<file path="src/rtl/tron_pkg.sv">
// Shared types and default timing constants for the two-player trace game sequencer.
package tron_pkg;

  typedef enum logic [2:0] {
    IDLE      = 3'd0,
    CLEAR     = 3'd1,
    COUNTDOWN = 3'd2,
    PLAY      = 3'd3,
    ROUND_END = 3'd4,
    GAME_OVER = 3'd5
  } game_state_t;

  typedef enum logic [1:0] {
    NONE = 2'b00,
    P1   = 2'b01,
    P2   = 2'b10,
    DRAW = 2'b11
  } winner_t;

  localparam int DEF_FRAMES_PER_STEP  = 4;
  localparam int DEF_FRAMES_PER_SEC   = 60;
  localparam int DEF_COUNTDOWN_SECS   = 3;
  localparam int DEF_ROUND_END_FRAMES = 120;
  localparam int DEF_WIN_SCORE        = 5;

  function automatic int max3(input int a, input int b, input int c);
    int m;
    m = (a > b) ? a : b;
    return (m > c) ? m : c;
  endfunction

endpackage

</file>
<file path="src/rtl/tron_game_ctrl_frame_counter.sv">
// Frame-tick counter shared by every game state; done fires on the limit-th tick and the
// count returns to 0 in the same edge.
module frame_counter #(
  parameter int MAX = 120,
  parameter int W   = $clog2(MAX + 1)
) (
  input  logic         clk,
  input  logic         reset,
  input  logic         clr,
  input  logic         tick,
  input  logic [W-1:0] limit,
  output logic         done
);

  logic [W-1:0] count;

  // limit selects the terminal count for the current state, never above MAX, so no wrap.
  assign done = tick && !clr && (count == limit - W'(1));

  // NOTE: sequential state is written with non-blocking assignments only, so every
  // register samples the pre-edge values of its neighbours regardless of block order.
  always_ff @(posedge clk or posedge reset) begin
    if (reset) begin
      count <= '0;
    end else if (clr || done) begin
      count <= '0;
    end else if (tick) begin
      count <= count + W'(1);
    end
  end

endmodule

</file>
<file path="src/rtl/tron_game_ctrl.sv">
// Round sequencer for the trace game: clear, countdown, paced play, crash hold, scoring
// and match end, all in the pixel clock domain.
module tron_game_ctrl
  import tron_pkg::*;
#(
  parameter int FRAMES_PER_STEP  = DEF_FRAMES_PER_STEP,
  parameter int FRAMES_PER_SEC   = DEF_FRAMES_PER_SEC,
  parameter int COUNTDOWN_SECS   = DEF_COUNTDOWN_SECS,
  parameter int ROUND_END_FRAMES = DEF_ROUND_END_FRAMES,
  parameter int WIN_SCORE        = DEF_WIN_SCORE
) (
  input  logic       clk,
  input  logic       reset,
  input  logic       start,
  input  logic       frame_tick,
  input  logic       crash_p1,
  input  logic       crash_p2,
  input  logic       clear_busy,
  output logic       clear_trace,
  output logic       step_en,
  output logic       round_active,
  output logic [2:0] state,
  output logic [3:0] countdown,
  output logic [3:0] score_p1,
  output logic [3:0] score_p2,
  output logic [1:0] round_winner
);

  localparam int FC_MAX = max3(FRAMES_PER_STEP, FRAMES_PER_SEC, ROUND_END_FRAMES);
  localparam int FC_W   = $clog2(FC_MAX + 1);
  localparam logic [3:0] WIN = 4'(WIN_SCORE);
  localparam logic [3:0] CD  = 4'(COUNTDOWN_SECS);

  game_state_t       state_q;
  winner_t           winner_q;
  logic              start_q;
  logic              start_rise;
  logic              crash_any;
  logic [1:0]        clr_wait;
  logic              fc_clr;
  logic              fc_done;
  logic [FC_W-1:0]   fc_limit;

  assign start_rise   = start && !start_q;
  assign crash_any    = crash_p1 || crash_p2;
  assign state        = state_q;
  assign round_winner = winner_q;
  assign round_active = (state_q == PLAY);

  // Held clear where ticks are ignored; a crash abandons the partial step count. The other
  // exits happen on done, which already returns the count to 0.
  assign fc_clr = (state_q == IDLE) || (state_q == CLEAR) || (state_q == GAME_OVER) ||
                  ((state_q == PLAY) && crash_any);

  // NOTE: every variable written in always_comb gets a default first, so no path leaves
  // it unassigned and no latch is inferred.
  always_comb begin
    fc_limit = FC_W'(ROUND_END_FRAMES);
    case (state_q)
      COUNTDOWN: fc_limit = FC_W'(FRAMES_PER_SEC);
      PLAY:      fc_limit = FC_W'(FRAMES_PER_STEP);
      default:   ;
    endcase
  end

  frame_counter #(.MAX(FC_MAX)) u_frame_counter (
    .clk   (clk),
    .reset (reset),
    .clr   (fc_clr),
    .tick  (frame_tick),
    .limit (fc_limit),
    .done  (fc_done)
  );

  function automatic logic [3:0] sat_inc(input logic [3:0] s);
    return (s < WIN) ? s + 4'd1 : s;
  endfunction

  always_ff @(posedge clk or posedge reset) begin
    if (reset) begin
      state_q     <= IDLE;
      winner_q    <= NONE;
      start_q     <= 1'b0;
      clr_wait    <= 2'd0;
      clear_trace <= 1'b0;
      step_en     <= 1'b0;
      countdown   <= 4'd0;
      score_p1    <= 4'd0;
      score_p2    <= 4'd0;
    end else begin
      start_q     <= start;
      clear_trace <= 1'b0;
      step_en     <= 1'b0;

      case (state_q)
        IDLE, GAME_OVER: begin
          if (start_rise) begin
            score_p1    <= 4'd0;
            score_p2    <= 4'd0;
            winner_q    <= NONE;
            clr_wait    <= 2'd0;
            clear_trace <= 1'b1;
            state_q     <= CLEAR;
          end
        end

        CLEAR: begin
          // Give the datapath two cycles to raise clear_busy before trusting it.
          if (clr_wait != 2'd2) begin
            clr_wait <= clr_wait + 2'd1;
          end else if (!clear_busy) begin
            countdown <= CD;
            state_q   <= COUNTDOWN;
          end
        end

        COUNTDOWN: begin
          if (fc_done) begin
            if (countdown == 4'd1) begin
              countdown <= 4'd0;
              state_q   <= PLAY;
            end else begin
              countdown <= countdown - 4'd1;
            end
          end
        end

        PLAY: begin
          if (crash_any) begin
            state_q <= ROUND_END;
            case ({crash_p2, crash_p1})
              2'b01: begin
                score_p2 <= sat_inc(score_p2);
                winner_q <= P2;
              end
              2'b10: begin
                score_p1 <= sat_inc(score_p1);
                winner_q <= P1;
              end
              default: winner_q <= DRAW;
            endcase
          end else begin
            step_en <= fc_done;
          end
        end

        ROUND_END: begin
          if (fc_done) begin
            if ((score_p1 == WIN) || (score_p2 == WIN)) begin
              state_q <= GAME_OVER;
            end else begin
              winner_q    <= NONE;
              clr_wait    <= 2'd0;
              clear_trace <= 1'b1;
              state_q     <= CLEAR;
            end
          end
        end

        default: state_q <= IDLE;
      endcase
    end
  end

endmodule

</file>
<file path="config.mk">
export PLATFORM = sky130hd
export DESIGN_NAME = tron_game_ctrl
export DESIGN_NICKNAME = d
export VERILOG_FILES = /design/src/rtl/tron_pkg.sv /design/src/rtl/tron_game_ctrl_frame_counter.sv /design/src/rtl/tron_game_ctrl.sv
export SDC_FILE = /design/constraint.sdc
export NUM_CORES = 1
export LEC_CHECK = 0
export CELL_PAD_IN_SITES_DETAIL_PLACEMENT = 0
export CELL_PAD_IN_SITES_GLOBAL_PLACEMENT = 1
export CORE_ASPECT_RATIO = 0.5
export CORE_MARGIN = 8
export CORE_UTILIZATION = 35
export CTS_BUF_LIST = sky130_fd_sc_hd__clkbuf_4
export DETAILED_ROUTE_END_ITERATION = 8
export GPL_ROUTABILITY_DRIVEN = 0
export GPL_TIMING_DRIVEN = 0
export PLACE_DENSITY_LB_ADDON = 0.1
export SYNTH_ARGS = -nofsm -noshare
export SYNTH_HDL_FRONTEND = slang
export SYNTH_HIERARCHICAL = 1
export SYNTH_SLANG_ARGS = --single-unit
</file>
<file path="constraint.sdc">
create_clock -name clk -period 3.9 [get_ports clk]
set_input_delay 0.78 -clock clk [delete_from_list [all_inputs] [get_ports clk]]
set_output_delay 0.78 -clock clk [all_outputs]
set_load 0.01 [all_outputs]
</file>
Word-level counts from Yosys, hierarchy flattened --
Cells that the tools add are included.
Word-level totals: register bits 29, bits in latches 0, RAM bits 0, bits in read-only memories 0, output and inout port bits 20, word-level logic and storage cells 108, memories kept 0
Cells by class: $add $sub $neg 6, $mul 0, div/mod/pow operators 0, order comparisons 2, equality and inequality tests 25, shifts and indexed selects 0, muxes and demuxes 40, bitwise operators 0, reductions and logical operators 25
Operators by type and width (number):
- 4-bit two-way mux | 11
- 3-bit two-way mux | 8
- 4-bit one-hot mux with 2 select lines | 3
- 5-bit AND reduction | 4
- 2-bit != test, second input constant | 8
- 3-bit one-hot mux with 5 select lines | 1
- 7-bit two-way mux | 2
- 7-bit one-hot mux with 2 select lines | 1
- 2-bit by 1-bit != test with 1-bit output, second input constant | 6
- 2-bit one-hot mux with 3 select lines | 2
- 2-bit two-way mux | 5
- 4-bit by 1-bit adder with 4-bit output, second input constant | 2
- 4-bit by 3-bit == test with 1-bit output, second input constant | 2
- 4-bit by 3-bit less-than comparator with 1-bit output, second input constant | 2
- 7-bit by 1-bit adder with 7-bit output, second input constant | 1
- 7-bit == test | 1
- 7-bit AND reduction | 1
- 7-bit by 1-bit subtractor with 7-bit output, second input constant | 1
- 3-bit by 2-bit == test with 1-bit output, second input constant | 2
- 3-bit == test, second input constant | 2
- 1-bit logical OR | 6
- 2-bit nonzero test | 3
- 3-bit nonzero test | 2
- 1-bit two-way mux | 5
- 13 further kinds | 17

Depth between registers and ports, before layout --
Gate-level depths: netlist of the first run.
word-level depth 9, mapped depth 14, depth with buffers taken out 11

Cells and area by module --
Netlist of the first run, hierarchy kept.
Modules (own cells, without submodules):
- tron_game_ctrl | instances 1, cells each 159, area an instance 1472.7 sq um, seq. area each 550.5 sq um
- frame_counter | instances 1, cells each 60, area an instance 565.5 sq um, seq. area each 175.2 sq um

Worst setup path before layout of the first run --
Ideal clock, no wire load.
kind input port to flip-flop, start input crash_p1, end register countdown[2], setup time 122 ps, arrival 3054 ps, required time 3778 ps, path slack 725 ps, cell stages on the path 12, path buffers 1, cell sequence o21ai_0 a21oi_1 or2_2 buf_1 nor4b_1 nand4_1 a31oi_4 nor2b_1 nand2_1 a21oi_1 o21ai_0 o2bb2ai_1
Between the ends: cells in the longest elaborated chain, start to end 8
Ends and longest elaborated chain:
- start: declaration | RTL line tron_game_ctrl.sv:16 | input logic crash_p1,
- 1-bit logical OR | RTL line tron_game_ctrl.sv:45 | assign crash_any = crash_p1 || crash_p2;
- 1-bit logical AND | RTL line tron_game_ctrl.sv:53 | ((state_q == PLAY) && crash_any);
- 1-bit logical OR | RTL line tron_game_ctrl.sv:52 | assign fc_clr = (state_q == IDLE) || (state_q == CLEAR) || (state_q == GAME_OVER) ||
- net fc_clr | RTL line tron_game_ctrl.sv:40 | logic fc_clr;
- 1-bit zero test | RTL line tron_game_ctrl_frame_counter.sv:18 | assign done = tick && !clr && (count == limit - W'(1));
- 1-bit logical AND (2 in series) | RTL line tron_game_ctrl_frame_counter.sv:18
- net fc_done | RTL line tron_game_ctrl.sv:41 | logic fc_done;
- 2-bit != test (no source line)
- 4-bit AND reduction (no source line)
- end signal: assignment | RTL line tron_game_ctrl.sv:123 | countdown <= countdown - 4'd1;
- end: declaration | RTL line tron_game_ctrl.sv:23 | output logic [3:0] countdown,
The timed path passes the listed nets, and every way through them passes these cells. A chain may end at the register's enable or synchronous reset.

Worst setup path after layout of the first run --
start input crash_p1, end register countdown[3]
The elaborated chain is that of the path after synthesis.

==> results of run 1 <==
## worst min-delay path by stage
| stage | startpoint | end | cells after the start |
|---|---|---|---|
| after global placement | clr_wait[1] | clr_wait[1] | 1 |
| after CTS | clr_wait[1] | clr_wait[1] | 1 |
| after detailed placement | clr_wait[1] | clr_wait[1] | 1 |
| after global routing | clr_wait[1] | clr_wait[1] | 1 |
| final | clr_wait[1] | clr_wait[1] | 1 |
| after floorplan | clr_wait[1] | clr_wait[1] | 1 |
## worst max-delay path, stage by stage
cell	delay (ps)
sky130_fd_sc_hd__clkdlybuf4s50_1	460
sky130_fd_sc_hd__o21ai_0	180
sky130_fd_sc_hd__a21oi_1	90
sky130_fd_sc_hd__or2_2	290
sky130_fd_sc_hd__buf_1	220
sky130_fd_sc_hd__nor4b_1	390
sky130_fd_sc_hd__nand4_1	210
sky130_fd_sc_hd__a31oi_4	260
sky130_fd_sc_hd__nor2b_2	330
sky130_fd_sc_hd__nand2_1	110
sky130_fd_sc_hd__a21oi_2	270
sky130_fd_sc_hd__o21ai_0	130
sky130_fd_sc_hd__o2bb2ai_1	140
## registers in the layout (all words and copies together), names as in the netlist
register and cells:
u_frame_counter/count 7, score_p1 4, round_winner 2, start_q 1, state 3, step_en 1, clear_trace 1, countdown 4
clr_wait 2, score_p2 4
## synthesized netlist by cell type (all sizes together), types with 2 or more instances
cell,count
dfrtp,29
nand2,22
inv,20
nor2,16
nor3,13
o21ai,12
ha,11
nor2b,9
xnor2,9
buf,8
a21oi,7
nand2b,7
xor2,6
nand3b,4
nand4,4
mux2i,3
or3,3
a2111oi,2
a22oi,2
a31oi,2
mux2,2
nand4b,2
nor3b,2
nor4,2
o2111ai,2
o211ai,2
o2bb2ai,2
## what timing repair did
action                     4_1_cts  5_1_grt
buffers inserted                 0        1
setup endpoints to repair        2        7
gates resized for setup          2        0
hold buffers                     0        0
## layer usage
layer | GRT usage, % | part of all wire, % | vias to the layer above
met5 | 0 | 0 | -
met4 | 3.534 | 1.2 | 0
met3 | 4.010 | 5.8 | 8
met2 | 18.44 | 45 | 27
met1 | 14.41 | 48 | 779
li1 | - | - | 836
## final cells by class
class	count	area [um^2]	share of cell area, %
tap	73	91.34	3.659
clock buffer	6	45.04	1.805
multi-input combinational	172	1226	49.12
inverter	20	75.07	3.008
timing repair buffer	27	267.8	10.73
clock inverter	2	10.01	0.4010
sequential	29	725.7	29.07
buffer	8	55.05	2.206
## cell families after synthesis
family / after synthesis
multiplexers: 5
AND/OR/NAND/NOR: 91
XOR/XNOR: 15
flip-flops: 29
buffers and inverters: 28
adder cells (fa/ha/maj): 11
AO/OA/AOI/OAI: 39
other: 1
## per-stage QoR
stage | utilization [%] | instance area (um^2)
after global placement | 43.63 | 2427
after detailed placement | 43.63 | 2427
after floorplan | - | 2076
after global routing | 44.87 | 2496
after CTS | 44.74 | 2489
final | 44.87 | 2496
## power by group through the flow
stage          logic [W]  registers [W]  clock network, W
2_1_floorplan   0.000469       0.000439                 0
3_3_place_gp    0.000692       0.000423                 0
3_5_place_dp    0.000696       0.000427                 0
4_1_cts         0.000703       0.000420          0.000206
5_1_grt         0.000779       0.000429          0.000218
6_report        0.000695       0.000419          0.000196
==> run summary, run 1 <==
The run finished with clean final reports. The top cell types in the final layout, fill and taps aside, are 29 x sky130_fd_sc_hd__dfrtp_1, 26 x sky130_fd_sc_hd__clkdlybuf4s50_1, 21 x sky130_fd_sc_hd__nand2_1. The initialized floorplan defines 19 standard-cell rows. Starting utilization of the core area: 36.64%. The tools report the end of the critical path as countdown[3]. The clock reaches the later pin of the worst-skew pair after 350 ps.

For this run, design rule violations remaining after detail routing come to 0. After synthesis, the largest area contributor takes up 35.60% of total cell area. The die covers 8669 um^2. The detailed router placed 1650 vias in this run.

The die is 123.9 um wide. Summing the areas of all xor and xnor instances in the mapped netlist gives 6.446% of the synthesized area. The internal power of the cells totals 0.0007645 W. For the remaining number of nets flagged by the antenna check after routing, the log shows 0. After synthesis the netlist holds a flip-flop and latch count of 29.

The power density normalized to cell area is 524.5 nW/um^2. Count of routing violations after the opening detailed-route iteration: 96. The cell count after synthesis came out at 219.

The launch instance of the worst register-to-register path is state[0]. TritonCTS built the clock tree. The run gives 0 as the max-slew violation count. STA classifies the critical path startpoint as an input port.

The run gives 0.0005447 W as the net switching power. The number of antenna violations at the first check in global routing was 0. The fraction of power consumed by the clock network was 14.9%; the number of maximum-capacitance constraint violations was 0. The net count of the finished layout is 281. The final critical-path required period works out to 3628 ps. The slew at the pin with the worst max-slew slack was 901.9 ps. Input and output buffers added on the ports amount to 26. Counting the buffers created by CTS gives 5. Setup violations remaining at the end of the flow were counted as 0. From bottom edge to top edge, the die measures 69.96 um. The sequential fraction of the synthesis area came out at 35.60%. The worst register-to-register path ends at countdown[3].

The buffer type at the clock tree root is sky130_fd_sc_hd__clkbuf_4. Prior to clock tree synthesis, the placed netlist has a worst setup slack of -430.6 ps. Setup repair after global routing left no endpoint under its margin.

Of all flip-flops after synthesis, the portion carrying an async set or reset was 100.0%. Leakage dissipation: 1.035 nW. Type of the setup path with the least slack: in -> reg.

For the via count of the first global-routing pass, the log shows 1671. Dividing the detail-routed via count by the number of cells gives 4.896. The tools report the final setup slack of the worst path as 272.3 ps. The tightest min-delay check is of the reg -> reg type. STA classifies the critical path endpoint as a flip-flop. The synthesis-to-finish area growth works out to 22.47%. Cell accounting for the most synthesized area: sky130_fd_sc_hd__dfrtp_1.

The combined global-route utilization of all metal layers came out at 11.60%. The library cell used most frequently in the layout, excluding fill and tap cells, is sky130_fd_sc_hd__dfrtp_1. The worst voltage drop across the vdd grid came out at 0.0001901 V. The maximum clock frequency was 275.7 MHz. The first detailed-routing pass ran for 4 iterations.

The average detailed-routed wire length per instance was 13.73 um. Of the post-synthesis cell area, the part taken by muxes is 2.578%. By area, the combinational part of the netlist is dominated by simple AND/OR/NAND/NOR gates. The area share of fa/ha/maj cells after synthesis works out to 6.753%. The total overflow left after global routing is 0.

Largest clock skew in the final design: 14.29 ps. In this run switching power makes up 41.61% of total power. For the final routed database, the setup TNS stands at 0 ps. Clock slew at the register clock pins of the worst setup and hold paths: 110 ps. The total wire length was 4628 um.

The required time of the critical path is 4140 ps, and the count of yosys warnings during synthesis is 6. For flop-to-flop paths, the worst setup slack is 550 ps. The tools report the H-tree level count as 2. Counting tap cells, the placed design contains a total of 328 instances. The share of post-route cells with drive strength above 1 came out at 12.12%.

The start point of the critical path was crash_p1. Overall power consumption after layout is estimated at 0.001309 W. Entering global routing, the biggest net connects 23 pins. The post-synth design cell area was 2038 um^2. The antenna cell count came out at 0.

The logs give 3435 um for the half-perimeter wire length after placement and 32.0% for the sequential share of power. Across all hold checks on the routed design, the worst slack comes to 501.9 ps. After synthesis, the cell types taking the most area are sky130_fd_sc_hd__dfrtp_1 36%, sky130_fd_sc_hd__ha_1 6.8%, sky130_fd_sc_hd__nand2_1 3.9%, sky130_fd_sc_hd__xnor2_1 3.9%, sky130_fd_sc_hd__inv_1 3.5%. The first global-routing pass estimated 8031 um of wire. The number of sinks handled by clock tree synthesis was 29; the critical-path maximum fanout was 8. The area of the core is 5563 um^2. Among all flip-flop cells after synthesis, the most frequent one is sky130_fd_sc_hd__dfrtp_1.

The run gives 337 as the final cell count without fillers. The worst pin sits at a relative slew slack of 39.81%. The number of flops mapped to enable cells by yosys is 0, and the count of endpoints failing hold in the final timing report is 0. The final critical path takes up 93.02% of the cycle. In this run, distinct cell masters in the synthesized netlist total 56. The count of filler cells inserted in the layout was 569; the basic-gate share of the synthesized area counting and, or, nand and nor cells was 26.58%. Counting along the longest clock path gives a buffer depth of 2. The average size of a mapped cell was 9.307 um^2. The synthesized-area fraction occupied by ao, oa, aoi and oai cells is 15.47%. Combinational logic burns 53.1% of the power.

The cell depth of the worst flop-to-flop path came out at 14. In this run the count of I/O pins placed on the die edge is 27. For the arrival time at the worst endpoint, the log shows 3860 ps.
Note: power is estimated with default switching activity, not from simulation.
==> run 2: changes to the inputs <==
Settings changed: CAP_MARGIN set to 25.
==> results of run 2 <==
No change in the layout: final DEF, timing and power equal those of run 1.
==> run 3: changes to the inputs <==
Settings changed: CAP_MARGIN 25 to 20.
==> results of run 3 <==
No change in the layout: final DEF, timing and power equal those of run 1.
